--- src/rtl/mem_port_arbiter_if.sv ---
// Bus bundle between the two byte-serial requesters, the arbiter and the RAM port.
// The arbiter connects through the slave modport; the requesters and RAM sit on the master side.
interface mem_port_arbiter_if #(
  parameter int ADDR_WIDTH = 32,
  parameter int DATA_WIDTH = 8
);
  logic                  m0_req;
  logic [ADDR_WIDTH-1:0] m0_addr;
  logic [DATA_WIDTH-1:0] m0_wdata;
  logic                  m0_we;
  logic                  m0_gnt;
  logic [DATA_WIDTH-1:0] m0_rdata;

  logic                  m1_req;
  logic [ADDR_WIDTH-1:0] m1_addr;
  logic [DATA_WIDTH-1:0] m1_wdata;
  logic                  m1_we;
  logic                  m1_gnt;
  logic [DATA_WIDTH-1:0] m1_rdata;

  logic [ADDR_WIDTH-1:0] mem_addr;
  logic [DATA_WIDTH-1:0] mem_wdata;
  logic                  mem_we;
  logic [DATA_WIDTH-1:0] mem_rdata;

  logic                  busy;
  logic                  owner;

  modport slave (
    input  m0_req, m0_addr, m0_wdata, m0_we,
    input  m1_req, m1_addr, m1_wdata, m1_we,
    input  mem_rdata,
    output m0_gnt, m0_rdata, m1_gnt, m1_rdata,
    output mem_addr, mem_wdata, mem_we,
    output busy, owner
  );

  modport master (
    output m0_req, m0_addr, m0_wdata, m0_we,
    output m1_req, m1_addr, m1_wdata, m1_we,
    output mem_rdata,
    input  m0_gnt, m0_rdata, m1_gnt, m1_rdata,
    input  mem_addr, mem_wdata, mem_we,
    input  busy, owner
  );
endinterface

--- src/rtl/mem_port_arbiter.sv ---
// Two-requester arbiter for a single byte-wide RAM port: whole-transaction grants,
// round-robin on contention, and a programmable idle gap between owners.
module mem_port_arbiter #(
  parameter int ADDR_WIDTH = 32,
  parameter int DATA_WIDTH = 8,
  parameter int TURNAROUND = 1
) (
  input  logic               clk,
  input  logic               rst,
  mem_port_arbiter_if.slave  bus
);

  typedef enum logic [1:0] {IDLE, GRANT, TURN} state_t;

  localparam logic [1:0] GAP_LOAD = (TURNAROUND > 0) ? 2'(TURNAROUND - 1) : 2'd0;

  state_t                state;
  logic [1:0]            gap_cnt;
  logic                  last_owner;
  logic                  gnt0;
  logic                  gnt1;
  logic                  busy_r;
  logic                  owner_r;

  logic                  pick;
  logic                  granted;
  logic                  sel_req;
  logic                  sel_we;
  logic [ADDR_WIDTH-1:0] sel_addr;
  logic [DATA_WIDTH-1:0] sel_wdata;

  // Contention goes to the port that did not own the RAM last time.
  assign pick = (bus.m0_req && bus.m1_req) ? ~last_owner : bus.m1_req;

  always_ff @(posedge clk or negedge rst) begin
    if (!rst) begin
      state      <= IDLE;
      gap_cnt    <= 2'd0;
      last_owner <= 1'b1;
      gnt0       <= 1'b0;
      gnt1       <= 1'b0;
      busy_r     <= 1'b0;
      owner_r    <= 1'b0;
    end else begin
      case (state)
        IDLE: begin
          if (bus.m0_req || bus.m1_req) begin
            state      <= GRANT;
            owner_r    <= pick;
            last_owner <= pick;
            gnt0       <= ~pick;
            gnt1       <= pick;
            busy_r     <= 1'b1;
          end
        end
        GRANT: begin
          if (!sel_req) begin
            gnt0 <= 1'b0;
            gnt1 <= 1'b0;
            if (TURNAROUND > 0) begin
              state   <= TURN;
              gap_cnt <= GAP_LOAD;
            end else begin
              state  <= IDLE;
              busy_r <= 1'b0;
            end
          end
        end
        TURN: begin
          if (gap_cnt == 2'd0) begin
            state  <= IDLE;
            busy_r <= 1'b0;
          end else begin
            gap_cnt <= gap_cnt - 2'd1;
          end
        end
        default: begin
          state  <= IDLE;
          gnt0   <= 1'b0;
          gnt1   <= 1'b0;
          busy_r <= 1'b0;
        end
      endcase
    end
  end

  assign granted   = gnt0 | gnt1;
  assign sel_req   = owner_r ? bus.m1_req   : bus.m0_req;
  assign sel_we    = owner_r ? bus.m1_we    : bus.m0_we;
  assign sel_addr  = owner_r ? bus.m1_addr  : bus.m0_addr;
  assign sel_wdata = owner_r ? bus.m1_wdata : bus.m0_wdata;

  // Gating the strobe with req keeps a dropping requester from writing in its last cycle.
  assign bus.mem_addr  = granted ? sel_addr  : '0;
  assign bus.mem_wdata = granted ? sel_wdata : '0;
  assign bus.mem_we    = granted & sel_we & sel_req;

  assign bus.m0_gnt   = gnt0;
  assign bus.m1_gnt   = gnt1;
  assign bus.m0_rdata = gnt0 ? bus.mem_rdata : '0;
  assign bus.m1_rdata = gnt1 ? bus.mem_rdata : '0;
  assign bus.busy     = busy_r;
  assign bus.owner    = owner_r;

endmodule
--- src/flat_wrapper.sv ---
// flat-port wrapper written by rule: the top's interface ports become plain ports
module mem_port_arbiter_flat 
#(
  parameter int ADDR_WIDTH = 32,
  parameter int DATA_WIDTH = 8,
  parameter int TURNAROUND = 1
)
  (clk, rst, bus_m0_req, bus_m0_addr, bus_m0_wdata, bus_m0_we, bus_m1_req, bus_m1_addr, bus_m1_wdata, bus_m1_we, bus_mem_rdata, bus_m0_gnt, bus_m0_rdata, bus_m1_gnt, bus_m1_rdata, bus_mem_addr, bus_mem_wdata, bus_mem_we, bus_busy, bus_owner);
  mem_port_arbiter_if #(.ADDR_WIDTH(ADDR_WIDTH), .DATA_WIDTH(DATA_WIDTH)) bus_i ();
  input  logic clk;
  input  logic rst;
  input wire logic [$bits(bus_i.m0_req)-1:0] bus_m0_req;
  input wire logic [$bits(bus_i.m0_addr)-1:0] bus_m0_addr;
  input wire logic [$bits(bus_i.m0_wdata)-1:0] bus_m0_wdata;
  input wire logic [$bits(bus_i.m0_we)-1:0] bus_m0_we;
  input wire logic [$bits(bus_i.m1_req)-1:0] bus_m1_req;
  input wire logic [$bits(bus_i.m1_addr)-1:0] bus_m1_addr;
  input wire logic [$bits(bus_i.m1_wdata)-1:0] bus_m1_wdata;
  input wire logic [$bits(bus_i.m1_we)-1:0] bus_m1_we;
  input wire logic [$bits(bus_i.mem_rdata)-1:0] bus_mem_rdata;
  output wire logic [$bits(bus_i.m0_gnt)-1:0] bus_m0_gnt;
  output wire logic [$bits(bus_i.m0_rdata)-1:0] bus_m0_rdata;
  output wire logic [$bits(bus_i.m1_gnt)-1:0] bus_m1_gnt;
  output wire logic [$bits(bus_i.m1_rdata)-1:0] bus_m1_rdata;
  output wire logic [$bits(bus_i.mem_addr)-1:0] bus_mem_addr;
  output wire logic [$bits(bus_i.mem_wdata)-1:0] bus_mem_wdata;
  output wire logic [$bits(bus_i.mem_we)-1:0] bus_mem_we;
  output wire logic [$bits(bus_i.busy)-1:0] bus_busy;
  output wire logic [$bits(bus_i.owner)-1:0] bus_owner;
  assign bus_i.m0_req = bus_m0_req;
  assign bus_i.m0_addr = bus_m0_addr;
  assign bus_i.m0_wdata = bus_m0_wdata;
  assign bus_i.m0_we = bus_m0_we;
  assign bus_i.m1_req = bus_m1_req;
  assign bus_i.m1_addr = bus_m1_addr;
  assign bus_i.m1_wdata = bus_m1_wdata;
  assign bus_i.m1_we = bus_m1_we;
  assign bus_i.mem_rdata = bus_mem_rdata;
  assign bus_m0_gnt = bus_i.m0_gnt;
  assign bus_m0_rdata = bus_i.m0_rdata;
  assign bus_m1_gnt = bus_i.m1_gnt;
  assign bus_m1_rdata = bus_i.m1_rdata;
  assign bus_mem_addr = bus_i.mem_addr;
  assign bus_mem_wdata = bus_i.mem_wdata;
  assign bus_mem_we = bus_i.mem_we;
  assign bus_busy = bus_i.busy;
  assign bus_owner = bus_i.owner;
  mem_port_arbiter #(.ADDR_WIDTH(ADDR_WIDTH), .DATA_WIDTH(DATA_WIDTH), .TURNAROUND(TURNAROUND)) u_core (.clk(clk), .rst(rst), .bus(bus_i));
endmodule
--- config.mk ---
export PLATFORM = sky130hd
export DESIGN_NAME = mem_port_arbiter_flat
export DESIGN_NICKNAME = d
export VERILOG_FILES = /design/src/rtl/mem_port_arbiter_if.sv /design/src/rtl/mem_port_arbiter.sv /design/src/flat_wrapper.sv
export SDC_FILE = /design/constraint.sdc
export NUM_CORES = 1
export LEC_CHECK = 0
export BUFFER_PORTS_ARGS = -buffer_cell sky130_fd_sc_hd__buf_2
export CAP_MARGIN = 15
export CELL_PAD_IN_SITES_DETAIL_PLACEMENT = 0
export CELL_PAD_IN_SITES_GLOBAL_PLACEMENT = 1
export CORE_ASPECT_RATIO = 0.7
export CORE_UTILIZATION = 19
export DETAILED_ROUTE_END_ITERATION = 8
export PLACE_DENSITY = 0.81
export SKIP_CTS_REPAIR_TIMING = 1
export SYNTH_ARGS = -nofsm -noshare
export SYNTH_HDL_FRONTEND = slang
export SYNTH_SLANG_ARGS = --single-unit
--- constraint.sdc ---
create_clock -name clk -period 1.6 [get_ports clk]
set_input_delay 0.08 -clock clk [delete_from_list [all_inputs] [get_ports clk]]
set_output_delay 0.08 -clock clk [all_outputs]
set_load 0.02 [all_outputs]
==> impl_metrics.prom <==
# TYPE chip_impl_metric gauge
chip_impl_metric{name="grt_pass1_wl",unit="mm"} 5.60
chip_impl_metric{name="crit_path_max_fanout",unit=""} 41
chip_impl_metric{name="clock_latency",unit="ps"} 230
chip_impl_info{name="hold_path_class",value="input port to register"} 1
chip_impl_metric{name="synth_mux_area_share",unit="%"} 35.4
chip_impl_metric{name="synth_area",unit="um2"} 1200
chip_impl_metric{name="synthSimpleGateAreaFrac",unit="%"} 27.6
chip_impl_info{name="cp-start-kind",value="register"} 1
chip_impl_metric{name="crit_required",unit="ps"} 1520
chip_impl_metric{name="ff_to_ff_path_depth",unit=""} 4
chip_impl_metric{name="min_period",unit="ps"} 1470
chip_impl_info{name="tritoncts",value="done"} 1
chip_impl_metric{name="antenna-diode-count",unit=""} 0
chip_impl_metric{name="globalRouteOverflowTotal",unit=""} 0
chip_impl_metric{name="routabilityCongestion",unit=""} 0.737
chip_impl_metric{name="synthDistinctLibCells",unit=""} 28
chip_impl_metric{name="placement.io_buffers",unit=""} 154
chip_impl_metric{name="final_util",unit="%"} 35.5
chip_impl_metric{name="syn2layout_area_growth",unit="%"} 74.3
chip_impl_metric{name="power.static_leakage",unit="uW"} 0.00129
chip_impl_metric{name="postSynth.asyncResetShare",unit="%"} 100
chip_impl_metric{name="core_area",unit="um2"} 5900
chip_impl_metric{name="floorplan.die_area",unit="um2"} 6660
chip_impl_metric{name="synth-adder-area-share",unit="%"} 1.04
chip_impl_metric{name="cap_violations",unit=""} 0
chip_impl_metric{name="routed_wl",unit="mm"} 4.01
chip_impl_metric{name="filler_cell_count",unit=""} 625
chip_impl_metric{name="finalClockSkew",unit="ps"} 1.74
chip_impl_info{name="yosys.area.top_type",value="sky130_fd_sc_hd__mux2i_1"} 1
chip_impl_metric{name="count_of_antenna_violating_nets_left_after_detailed_routing",unit=""} 0
chip_impl_metric{name="clock_tree.buffer_depth",unit=""} 2
chip_impl_metric{name="first_global_vias",unit=""} 1267
chip_impl_metric{name="maxClockFrequency",unit="MHz"} 682
chip_impl_info{name="dominant_combinational_cell_family_by_area_after_synthesis",value="multiplexers"} 1
chip_impl_metric{name="synthCells",unit=""} 153
chip_impl_metric{name="finalHoldViolations",unit=""} 0
chip_impl_metric{name="final_nets",unit=""} 400
chip_impl_metric{name="i_o_pins",unit=""} 155
chip_impl_metric{name="routed_wire_length_per_instance",unit="um"} 10.6
chip_impl_metric{name="postSynthRegisterBits",unit=""} 9
chip_impl_metric{name="antenna_found_initial",unit=""} 0
chip_impl_info{name="critical_path.endpoint_type",value="output port"} 1
chip_impl_metric{name="cts_made_buffers",unit=""} 3
chip_impl_metric{name="critPathArrivalTime",unit="ps"} 1390
chip_impl_metric{name="drv_slew",unit=""} 0
chip_impl_metric{name="hold_path_depth",unit=""} 3
chip_impl_info{name="clk_root_buffer_cell",value="sky130_fd_sc_hd__clkbuf_8"} 1
chip_impl_metric{name="drc",unit=""} 0
chip_impl_metric{name="share_of_layout_cells_above_drive_strength_1",unit="%"} 54.9
chip_impl_metric{name="post-route-cell-area",unit="um2"} 2100
chip_impl_metric{name="clock_sink_count",unit=""} 9
chip_impl_metric{name="sequential_element_share_of_the_synthesized_area",unit="%"} 18.8
chip_impl_metric{name="post_dp_cell_area",unit="um2"} 2030
chip_impl_metric{name="slew-limit-headroom",unit="%"} 71.5
chip_impl_metric{name="hpwl",unit="mm"} 3.32
chip_impl_metric{name="inst_count_dp",unit=""} 373
chip_impl_metric{name="postSynthAreaPerCell",unit="um2"} 7.86
chip_impl_metric{name="p_per_area",unit="nW/um2"} 1670
chip_impl_metric{name="route.vias.total",unit=""} 1610
chip_impl_metric{name="setup-violations-final",unit=""} 0
chip_impl_metric{name="ratio_of_routed_vias_to_standard_cells",unit=""} 4.25
chip_impl_metric{name="count_of_flip_flops_with_a_built_in_enable_after_synthesis",unit=""} 0
chip_impl_metric{name="complex_gate_fraction_of_the_synthesized_area",unit="%"} 9.47
chip_impl_metric{name="drt_first_iter_violations",unit=""} 55
chip_impl_metric{name="number_of_cell_rows",unit=""} 23
chip_impl_metric{name="ys_warn_count",unit=""} 0
chip_impl_metric{name="drt_pre_antenna_iters",unit=""} 4
chip_impl_metric{name="synthXorXnorAreaFrac",unit="%"} 0
chip_impl_metric{name="final.period_utilization",unit="%"} 91.6
chip_impl_info{name="ys_top_cells_by_area",value="sky130_fd_sc_hd__mux2i_1, sky130_fd_sc_hd__dfrtp_1, sky130_fd_sc_hd__nor2_1, sky130_fd_sc_hd__and2_1, sky130_fd_sc_hd__buf_4"} 1
chip_impl_metric{name="fp.dieW",unit="um"} 97.1
chip_impl_info{name="final_cell_mix",value="sky130_fd_sc_hd__buf_2, sky130_fd_sc_hd__nor2_1, sky130_fd_sc_hd__mux2i_1, sky130_fd_sc_hd__and2_1, sky130_fd_sc_hd__dfrtp_1"} 1
chip_impl_info{name="worst_setup_path_class",value="register to output port"} 1
chip_impl_metric{name="worst_pin_slew",unit="ps"} 427
chip_impl_metric{name="ir_worst_vdd",unit="mV"} 0.790
chip_impl_metric{name="ctsHtreeMaxLevel",unit=""} 1
chip_impl_info{name="setup_repair_after_global_routing_missed_its_margin",value="no"} 1
chip_impl_metric{name="clkSlewWorstSetupHoldPaths",unit="ps"} 50
chip_impl_info{name="synth-main-ff-cell",value="sky130_fd_sc_hd__dfrtp_1"} 1
chip_impl_info{name="layout_commonest_cell",value="sky130_fd_sc_hd__buf_2"} 1
chip_impl_info{name="outcome",value="finished clean"} 1
chip_impl_metric{name="start_util",unit="%"} 20.4
chip_impl_metric{name="mapped_nets",unit=""} 248
chip_impl_metric{name="final_cell_count_no_fill",unit=""} 379
chip_impl_metric{name="maximum_number_of_pins_on_one_net_before_global_route_repair",unit=""} 42
chip_impl_metric{name="synthDominantCellAreaShare",unit="%"} 34.1
chip_impl_metric{name="die_y",unit="um"} 68.6
chip_impl_metric{name="p_total",unit="uW"} 3500
chip_impl_metric{name="grt_util_all_layers",unit="%"} 10.3
-- flip-flops by register name, summed over array words and instances, names as in the netlist --
name and cells:
u_core.last_owner 1, u_core.bus.m1_gnt 1, u_core.state 2, u_core.gap_cnt 2
u_core.bus.busy 1, u_core.bus.owner 1, u_core.bus.m0_gnt 1
-- Yosys cell counts, types with 2 or more instances --
cell type,count
sky130_fd_sc_hd__a21oi_1,5
sky130_fd_sc_hd__a22o_1,2
sky130_fd_sc_hd__and2_1,16
sky130_fd_sc_hd__buf_2,5
sky130_fd_sc_hd__buf_4,4
sky130_fd_sc_hd__buf_6,2
sky130_fd_sc_hd__dfrtp_1,8
sky130_fd_sc_hd__inv_1,4
sky130_fd_sc_hd__mux2i_1,41
sky130_fd_sc_hd__nand2b_1,2
sky130_fd_sc_hd__nor2_1,45
sky130_fd_sc_hd__nor3b_1,2
sky130_fd_sc_hd__o22ai_1,2
-- worst paths after layout --
check | start | endpoint | slack (ps)
worst max-delay path | u_core.bus.m0_gnt | bus_mem_we | 130
worst min-delay path | bus_m0_req | u_core.bus.m1_gnt | 190
worst max register to register | u_core.bus.owner | u_core.bus.m1_gnt | 280
worst min register to register | u_core.gap_cnt[0] | u_core.gap_cnt[0] | 510
max in group asynchronous | rst | u_core.last_owner | 1120
min in group asynchronous | rst | u_core.bus.owner | 230
-- cell families after synthesis --
logic type,Yosys count
compound gates,16
fa+ha+maj,1
buf+inv,15
flops,9
mux,42
simple gates,70
-- worst max-delay path: stages, from the launching register on --
cell	delay [ps]
sky130_fd_sc_hd__dfrtp_1	510
sky130_fd_sc_hd__nor2_2	100
sky130_fd_sc_hd__buf_12	180
sky130_fd_sc_hd__a21oi_1	150
sky130_fd_sc_hd__buf_2	190
-- metal layers --
metal / track usage [%] / vias to the layer above / wire (um)
li1: - / 818 / -
met1: 12.4 / 688 / 1550
met2: 18.7 / 100 / 2020
met3: 1.71 / 4 / 391
met4: 4.48 / 0 / 42
met5: 0 / - / 0
-- cell type report --
class                           instances  area (um2)  share of cell area [%]
Timing Repair Buffer                  158         828                    39.5
Inverter                                4        15.0                   0.716
Tap cell                               75        93.8                    4.48
Sequential cell                         9         228                    10.9
Clock buffer                            4        45.0                    2.15
Multi-Input combinational cell        129         886                    42.3
-- report_power, final --
group / total, uW / switching (uW) / leakage (uW) / internal [uW]
registers: 475 / 153 / 0.000110 / 321
logic: 2760 / 1630 / 0.00116 / 1130
clock network: 265 / 90.8 / 0.0000228 / 174
-- per-stage QoR --
step / setup WS [ps] / hold WS [ps] / setup TNS [ps]
6_report: 134 / 185 / 0
5_1_grt: 37.1 / 211 / 0
4_1_cts: -11.4 / -307 / -79.1
3_5_place_dp: 243 / -56.0 / 0
3_3_place_gp: 243 / -58.8 / 0
2_1_floorplan: 287 / -216 / 0
Note: power is estimated with default switching activity, not from simulation.
